==> config.mk <==
export PLATFORM = sky130hd
export DESIGN_NAME = mul_accum
export DESIGN_NICKNAME = d
export VERILOG_FILES = /design/src/rtl/mul_accum_pkg.sv /design/src/rtl/mul_accum_fifo2.sv /design/src/rtl/mul_accum.sv
export SDC_FILE = /design/constraint.sdc
export NUM_CORES = 1
export LEC_CHECK = 0
export CAP_MARGIN = 5
export CORE_MARGIN = 4
export CORE_UTILIZATION = 25
export DETAILED_ROUTE_END_ITERATION = 7
export HOLD_SLACK_MARGIN = 0.12
export SLEW_MARGIN = 20
export SYNTH_ARGS = -nofsm -noshare
export SYNTH_HDL_FRONTEND = slang
export SYNTH_HIERARCHICAL = 1
export SYNTH_SLANG_ARGS = --single-unit
export TNS_END_PERCENT = 100
==> constraint.sdc <==
create_clock -name clk -period 3.8 [get_ports clk]
set_input_delay 0.76 -clock clk [delete_from_list [all_inputs] [get_ports clk]]
set_output_delay 0.76 -clock clk [all_outputs]
set_load 0.005 [all_outputs]
==> src/rtl/mul_accum_pkg.sv <==
// rtl/mul_accum_pkg.sv - shared widths, credit depth and result type for mul_accum
package mul_accum_pkg;

    localparam int DEF_PROD_WIDTH  = 8;
    localparam int DEF_ACC_WIDTH   = 16;
    localparam int DEF_BURST_LEN   = 4;
    localparam int DEF_MUL_LATENCY = 0;

    // Output buffer depth; also the number of bursts that may be outstanding.
    localparam int CREDIT_DEPTH = 2;

    typedef struct packed {
        logic [DEF_ACC_WIDTH-1:0] sum;
        logic                     ovf;
    } result_t;

endpackage

==> src/rtl/mul_accum_fifo2.sv <==
// rtl/mul_accum_fifo2.sv - two-entry result FIFO with registered head
module mul_accum_fifo2
    import mul_accum_pkg::*;
#(
    parameter type T = result_t
) (
    input  logic clk,
    input  logic rst_n,
    input  logic push,
    input  T     din,
    input  logic pop,
    output T     head,
    output logic full,
    output logic empty
);

    T           slot1;
    logic [1:0] cnt;

    assign full  = (cnt == 2'd2);
    assign empty = (cnt == 2'd0);

    // Head always holds the oldest entry; slot1 holds the second when full.
    always_ff @(posedge clk or negedge rst_n) begin
        if (!rst_n) begin
            head  <= '0;
            slot1 <= '0;
            cnt   <= 2'd0;
        end else begin
            case (cnt)
                2'd0: begin
                    if (push) begin
                        head <= din;
                        cnt  <= 2'd1;
                    end
                end
                2'd1: begin
                    if (push && pop) begin
                        head <= din;
                    end else if (push) begin
                        slot1 <= din;
                        cnt   <= 2'd2;
                    end else if (pop) begin
                        cnt <= 2'd0;
                    end
                end
                default: begin
                    if (pop) begin
                        head <= slot1;
                        if (push) begin
                            slot1 <= din;
                        end else begin
                            cnt <= 2'd1;
                        end
                    end
                end
            endcase
        end
    end

endmodule

==> src/rtl/mul_accum.sv <==
// rtl/mul_accum.sv - burst accumulator behind a fixed-latency multiplier
module mul_accum
    import mul_accum_pkg::*;
#(
    parameter int PROD_WIDTH  = DEF_PROD_WIDTH,
    parameter int ACC_WIDTH   = DEF_ACC_WIDTH,
    parameter int BURST_LEN   = DEF_BURST_LEN,
    parameter int MUL_LATENCY = DEF_MUL_LATENCY
) (
    input  logic                  clk,
    input  logic                  rst_n,
    input  logic                  in_valid,
    output logic                  in_ready,
    input  logic [PROD_WIDTH-1:0] prod,
    output logic [ACC_WIDTH-1:0]  sum,
    output logic                  sum_ovf,
    output logic                  sum_valid,
    input  logic                  sum_ready
);

    localparam int CNT_W = (BURST_LEN > 1) ? $clog2(BURST_LEN) : 1;
    localparam int CW    = $clog2(CREDIT_DEPTH + 1);
    localparam int WW    = ACC_WIDTH + 1;
    localparam logic [CNT_W-1:0] LAST_BEAT = CNT_W'(BURST_LEN - 1);

    typedef struct packed {
        logic [ACC_WIDTH-1:0] sum;
        logic                 ovf;
    } acc_result_t;

    logic [CNT_W-1:0]     issue_cnt;
    logic [CNT_W-1:0]     arr_cnt;
    logic [CW-1:0]        credits;
    logic [ACC_WIDTH-1:0] acc;
    logic                 ovf_acc;
    logic                 issue;
    logic                 last_issue;
    logic                 pop;
    logic                 pv;
    logic                 first;
    logic [ACC_WIDTH-1:0] base;
    logic [WW-1:0]        wide;
    logic                 ovf_nxt;
    logic                 push;
    logic                 fifo_full;
    logic                 fifo_empty;
    acc_result_t          head;

    assign in_ready   = (credits != '0);
    assign issue      = in_valid && in_ready;
    assign last_issue = issue && (issue_cnt == LAST_BEAT);
    assign pop        = sum_valid && sum_ready;

    // Issue-side beat counter and burst credits (one credit per buffer slot).
    always_ff @(posedge clk or negedge rst_n) begin
        if (!rst_n) begin
            issue_cnt <= '0;
            credits   <= CW'(CREDIT_DEPTH);
        end else begin
            if (issue) begin
                issue_cnt <= (issue_cnt == LAST_BEAT) ? '0 : issue_cnt + CNT_W'(1);
            end
            if (last_issue && !pop) begin
                credits <= credits - CW'(1);
            end else if (pop && !last_issue) begin
                credits <= credits + CW'(1);
            end
        end
    end

    // Issue strobe follows the product through the multiplier pipeline.
    generate
        if (MUL_LATENCY == 0) begin : g_no_dly
            assign pv = issue;
        end else begin : g_dly
            logic [MUL_LATENCY-1:0] dly;
            // Shift register clears on reset so pre-reset products are ignored.
            always_ff @(posedge clk or negedge rst_n) begin
                if (!rst_n) begin
                    dly <= '0;
                end else begin
                    dly[0] <= issue;
                    for (int i = 1; i < MUL_LATENCY; i++) begin
                        dly[i] <= dly[i-1];
                    end
                end
            end
            assign pv = dly[MUL_LATENCY-1];
        end
    endgenerate

    assign first   = (arr_cnt == '0);
    assign base    = first ? '0 : acc;
    assign wide    = {1'b0, base} + WW'(prod);
    assign ovf_nxt = (first ? 1'b0 : ovf_acc) | wide[ACC_WIDTH];
    assign push    = pv && (arr_cnt == LAST_BEAT);

    // Running sum of the current burst; the first beat restarts it.
    always_ff @(posedge clk or negedge rst_n) begin
        if (!rst_n) begin
            arr_cnt <= '0;
            acc     <= '0;
            ovf_acc <= 1'b0;
        end else if (pv) begin
            arr_cnt <= (arr_cnt == LAST_BEAT) ? '0 : arr_cnt + CNT_W'(1);
            acc     <= wide[ACC_WIDTH-1:0];
            ovf_acc <= ovf_nxt;
        end
    end

    mul_accum_fifo2 #(
        .T(acc_result_t)
    ) u_fifo (
        .clk   (clk),
        .rst_n (rst_n),
        .push  (push && (!fifo_full || pop)),
        .din   (acc_result_t'{sum: wide[ACC_WIDTH-1:0], ovf: ovf_nxt}),
        .pop   (pop),
        .head  (head),
        .full  (fifo_full),
        .empty (fifo_empty)
    );

    assign sum       = head.sum;
    assign sum_ovf   = head.ovf;
    assign sum_valid = !fifo_empty;

endmodule

==> flow_results.xml <==
<?xml version="1.0" encoding="UTF-8"?>
<metrics>
  <group name="run_status">
    <metric name="result_of_the_run" unit="">completed</metric>
  </group>
  <group name="worst_setup_path">
    <metric name="critical_path.reg2reg.endpoint" unit="">u_fifo/slot1[16]</metric>
    <metric name="path_class" unit="">reg2reg</metric>
    <metric name="critical_path.endpoint" unit="">u_fifo/slot1[16]</metric>
    <metric name="crit_path_cell_trace" unit="">inv_1 &gt; ha_1 &gt; buf_4 &gt; nor2b_1 &gt; ha_1 &gt; o211ai_1 &gt; o21ai_2 &gt; nand3_4 &gt; or3_1 &gt; a21oi_1 &gt; and3b_1 &gt; o21ai_0 &gt; o221a_1</metric>
    <metric name="startpoint" unit="">arr_cnt[0]</metric>
    <metric name="critical_path.most_common_cell" unit="">sky130_fd_sc_hd__ha_1</metric>
    <metric name="worstSetupEndpointType" unit="">register</metric>
    <metric name="critical_path_peak_fanout" unit="">22</metric>
    <metric name="cpPeakStageDelay" unit="ns">0.41</metric>
    <metric name="timing.critical_path.slowest_stage_cell" unit="">sky130_fd_sc_hd__ha_1</metric>
    <metric name="worst_r2r_path_depth" unit="">13</metric>
    <metric name="worst_r2r_startpoint" unit="">arr_cnt[0]</metric>
    <metric name="crit_path_start_kind" unit="">register</metric>
    <metric name="cp.arrival" unit="ns">3.54</metric>
    <metric name="timing.reg2reg.setup_slack" unit="ns">0.52</metric>
    <metric name="cp_data_required_time" unit="ns">4.06</metric>
  </group>
  <group name="clock_network">
    <metric name="clkSinkCount" unit="">59</metric>
    <metric name="tritoncts" unit="">yes</metric>
    <metric name="cts_made_buffers" unit="">9</metric>
    <metric name="worst_skew_pair.late_latency" unit="ns">0.33</metric>
    <metric name="h-tree-depth" unit="">3</metric>
    <metric name="clk_pin_slew" unit="ns">0.05</metric>
    <metric name="cts_buffer_depth" unit="">2</metric>
    <metric name="cts_hold_buf" unit="">0</metric>
    <metric name="cts_root_buffer" unit="">sky130_fd_sc_hd__clkbuf_16</metric>
    <metric name="resized_gates_after_cts" unit="">0</metric>
    <metric name="postCtsSetupBuffers" unit="">0</metric>
  </group>
  <group name="global_routing">
    <metric name="gr_ovfl_total" unit="">0</metric>
    <metric name="pin_count_of_the_biggest_net_entering_global_routing" unit="">27</metric>
    <metric name="gr-usage-all-layers" unit="">0.121</metric>
    <metric name="grt_pass1_wl" unit="mm">17.3</metric>
    <metric name="number_of_global_route_vias_before_repair" unit="">3270</metric>
    <metric name="antenna_found_initial" unit="">0</metric>
  </group>
  <group name="timing">
    <metric name="number_of_failing_hold_endpoints_at_the_final_stage" unit="">0</metric>
    <metric name="finalWorstPathRequiredPeriod" unit="ns">3.28</metric>
    <metric name="rsz0062_at_grt" unit="">false</metric>
    <metric name="timing.final.ws_setup" unit="ns">0.523</metric>
    <metric name="fmaxAchievable" unit="GHz">0.305</metric>
    <metric name="period_share" unit="">0.862</metric>
    <metric name="tightest_pin_transition" unit="ns">0.653</metric>
    <metric name="setup_viol_count_final" unit="">0</metric>
    <metric name="timing.final.max_slew_violations" unit="">0</metric>
    <metric name="skew" unit="ns">0.00527</metric>
    <metric name="relSlewSlack" unit="">0.562</metric>
  </group>
  <group name="die">
    <metric name="die_area" unit="um2">17300</metric>
    <metric name="die_y" unit="um">131</metric>
    <metric name="die_width" unit="um">131</metric>
    <metric name="core_area" unit="um2">14800</metric>
    <metric name="fp-row-count" unit="">44</metric>
    <metric name="floorplan.initialDensity" unit="">0.258</metric>
    <metric name="top_level_ports" unit="">31</metric>
  </group>
  <group name="detailed_routing">
    <metric name="wl" unit="mm">10.0</metric>
    <metric name="dr_total_vias" unit="">3216</metric>
    <metric name="drt_iter0_drc" unit="">209</metric>
    <metric name="drc_violation_count_after_routing" unit="">0</metric>
    <metric name="drt_first_pass_iters" unit="">4</metric>
    <metric name="average_vias_per_placed_instance" unit="">5.27</metric>
    <metric name="final_routed_wire_length_divided_by_cell_count" unit="um">16.4</metric>
    <metric name="drt.antenna.violating_nets" unit="">0</metric>
  </group>
  <group name="synthesis">
    <metric name="synth_top_area_frac" unit="">0.381</metric>
    <metric name="synth_warnings" unit="">6</metric>
    <metric name="yosysSeqAreaShare" unit="">0.388</metric>
    <metric name="synthesis.nets" unit="">419</metric>
    <metric name="synth_top_cells_by_count" unit="">sky130_fd_sc_hd__dfrtp_1, sky130_fd_sc_hd__nand2_1, sky130_fd_sc_hd__a21oi_1</metric>
    <metric name="ys_async_sr_fraction" unit="">1.00</metric>
    <metric name="synth.distinct_cells" unit="">55</metric>
    <metric name="synth_largest_area_cell" unit="">sky130_fd_sc_hd__dfrtp_1</metric>
    <metric name="ys_ff_latch" unit="">59</metric>
    <metric name="post_synthesis_instance_area" unit="um2">3810</metric>
    <metric name="postSynth.topFlopCell" unit="">sky130_fd_sc_hd__dfrtp_1</metric>
    <metric name="synth_edf_count" unit="">0</metric>
    <metric name="syn_inst" unit="">394</metric>
    <metric name="synth_top_cells_by_area" unit="">sky130_fd_sc_hd__dfrtp_1, sky130_fd_sc_hd__mux2_2, sky130_fd_sc_hd__o211ai_1</metric>
    <metric name="synthMostInstantiatedCell" unit="">sky130_fd_sc_hd__dfrtp_1</metric>
    <metric name="mean_cell_area_of_the_mapped_netlist" unit="um2">9.67</metric>
  </group>
  <group name="power_and_ir_drop">
    <metric name="cellLeakagePower" unit="uW">0.00193</metric>
    <metric name="internal_power" unit="uW">2500</metric>
    <metric name="share_seq_of_total_power" unit="">0.260</metric>
    <metric name="vdd_drop_max" unit="V">0.000376</metric>
    <metric name="p_sw" unit="uW">1700</metric>
    <metric name="clkPwrFrac" unit="">0.191</metric>
    <metric name="p_comb_frac" unit="">0.549</metric>
    <metric name="power_per_cell_area" unit="nW/um2">913</metric>
    <metric name="power.switching_fraction" unit="">0.405</metric>
  </group>
  <group name="final_layout">
    <metric name="filler_cell_count" unit="">1528</metric>
    <metric name="share_of_cells_above_drive_strength_1" unit="">0.200</metric>
    <metric name="antenna-diode-count" unit="">0</metric>
    <metric name="instances_no_fill" unit="">610</metric>
    <metric name="syn_to_final_growth" unit="%">20.7</metric>
    <metric name="num-nets-final" unit="">446</metric>
  </group>
  <group name="placement">
    <metric name="post-dp-hpwl" unit="mm">6.84</metric>
    <metric name="preCtsSetupSlack" unit="ns">-0.0394</metric>
    <metric name="place.gp.congestion" unit="">0.854</metric>
    <metric name="inst_count_dp" unit="">594</metric>
    <metric name="io_buffers" unit="">30</metric>
  </group>
  <group name="job">
    <metric name="cap_viol_max_count" unit="">0</metric>
  </group>
  <group name="min_path">
    <metric name="hold_removal_path_class" unit="">in2async</metric>
  </group>
</metrics>
-- cell usage in the layout, fill, tap and decap left out, types with 2 or more instances in the layout --
cell type                         instances
sky130_fd_sc_hd__o21ai_0                 12
sky130_fd_sc_hd__inv_1                    9
sky130_fd_sc_hd__mux2_2                  16
sky130_fd_sc_hd__o221a_1                  2
sky130_fd_sc_hd__o22a_1                   3
sky130_fd_sc_hd__nor3_1                   5
sky130_fd_sc_hd__a31oi_1                  2
sky130_fd_sc_hd__and3_1                   2
sky130_fd_sc_hd__o311ai_0                 5
sky130_fd_sc_hd__o211ai_1                23
sky130_fd_sc_hd__nand4_1                  2
sky130_fd_sc_hd__clkbuf_8                 4
sky130_fd_sc_hd__clkbuf_16                9
sky130_fd_sc_hd__buf_4                   13
sky130_fd_sc_hd__ha_1                    12
sky130_fd_sc_hd__or3_2                    2
sky130_fd_sc_hd__nand4b_1                15
sky130_fd_sc_hd__clkdlybuf4s50_1         29
sky130_fd_sc_hd__a21oi_1                 27
sky130_fd_sc_hd__o22ai_1                 15
sky130_fd_sc_hd__and3_2                   3
sky130_fd_sc_hd__dfrtp_1                 58
sky130_fd_sc_hd__xnor2_1                  5
sky130_fd_sc_hd__or2_2                   18
sky130_fd_sc_hd__clkbuf_1                 2
sky130_fd_sc_hd__o21a_1                   2
sky130_fd_sc_hd__xor2_1                   3
sky130_fd_sc_hd__or3_1                    8
sky130_fd_sc_hd__mux2_4                  10
sky130_fd_sc_hd__and3b_1                  2
sky130_fd_sc_hd__nor2_1                  14
sky130_fd_sc_hd__mux2i_1                  3
sky130_fd_sc_hd__nand3_1                  6
sky130_fd_sc_hd__a21o_1                   2
sky130_fd_sc_hd__mux2_1                  10
sky130_fd_sc_hd__nor2b_1                 12
sky130_fd_sc_hd__nand2_1                 39
-- flip-flops by register name, summed over array words and instances, names as in the netlist --
signal	flops
u_fifo/head	17
credits	2
u_fifo/slot1	17
arr_cnt	2
u_fifo/cnt	2
acc	16
ovf_acc	1
issue_cnt	2
-- critical path, delay by kind of cell (launching register included) --
| family | cells | cell delay, ns |
|---|---|---|
| compound gates | 5 | 1.15 |
| simple gates | 4 | 0.74 |
| fa+ha+maj | 2 | 0.57 |
| flops | 1 | 0.39 |
| buf+inv | 2 | 0.34 |
-- per-layer routing --
layer | up-vias | share of wire | wire length, um | track usage
met1 | 1617 | 0.47 | 4730 | 0.163
met5 | - | 0 | 0 | 0
met4 | 0 | 0.0093 | 93 | 0.0257
met3 | 8 | 0.044 | 439 | 0.0352
li1 | 1509 | - | - | -
met2 | 82 | 0.47 | 4750 | 0.193
-- cell families after synthesis --
kind of cell,synth area share
AO/OA/AOI/OAI,0.177
XOR/XNOR,0.0184
adder cells (fa/ha/maj),0.0446
buffers and inverters,0.0456
flip-flops,0.388
multiplexers,0.124
AND/OR/NAND/NOR,0.202
-- worst min path at each step --
| stage | startpoint | to | cells after the start |
|---|---|---|---|
| detailed placement | acc[0] | acc[0] | 2 |
| global placement | acc[2] | acc[2] | 2 |
| global route | rst_n | acc[7] | 1 |
| finish | rst_n | acc[7] | 1 |
| CTS | rst_n | acc[5] | 1 |
| floorplan | acc[0] | acc[0] | 2 |
-- power groups by stage --
stage	combinational (uW)	sequential [uW]	clock, uW
detailed placement	2290	1100	0
global placement	2220	1090	0
finish	2310	1090	800
floorplan	1700	1020	0
global route	2560	1140	851
CTS	2310	1090	818
-- layout make-up --
type	instances	area, um2	share of cell area
Clock buffer	15	288	0.0626
Clock inverter	1	5.00	0.00109
Inverter	11	41.3	0.00898
Multi-Input combinational cell	297	2160	0.471
Sequential cell	59	1480	0.321
Tap cell	184	230	0.0501
Timing Repair Buffer	43	393	0.0854
-- through the flow --
stage | hold WS, ns | power, uW | util | cell area, um2 | setup TNS (ns)
after CTS | 0.367 | 4220 | 0.311 | 4590 | 0
after global placement | 0.453 | 3310 | 0.292 | 4300 | 0
final | 0.355 | 4200 | 0.312 | 4600 | 0
after floorplan | 0.438 | 2730 | - | 3810 | 0
after detailed placement | 0.460 | 3390 | 0.292 | 4300 | -0.0572
after global routing | 0.383 | 4550 | 0.312 | 4600 | 0
No activity file was read; power rests on OpenSTA's default activity.
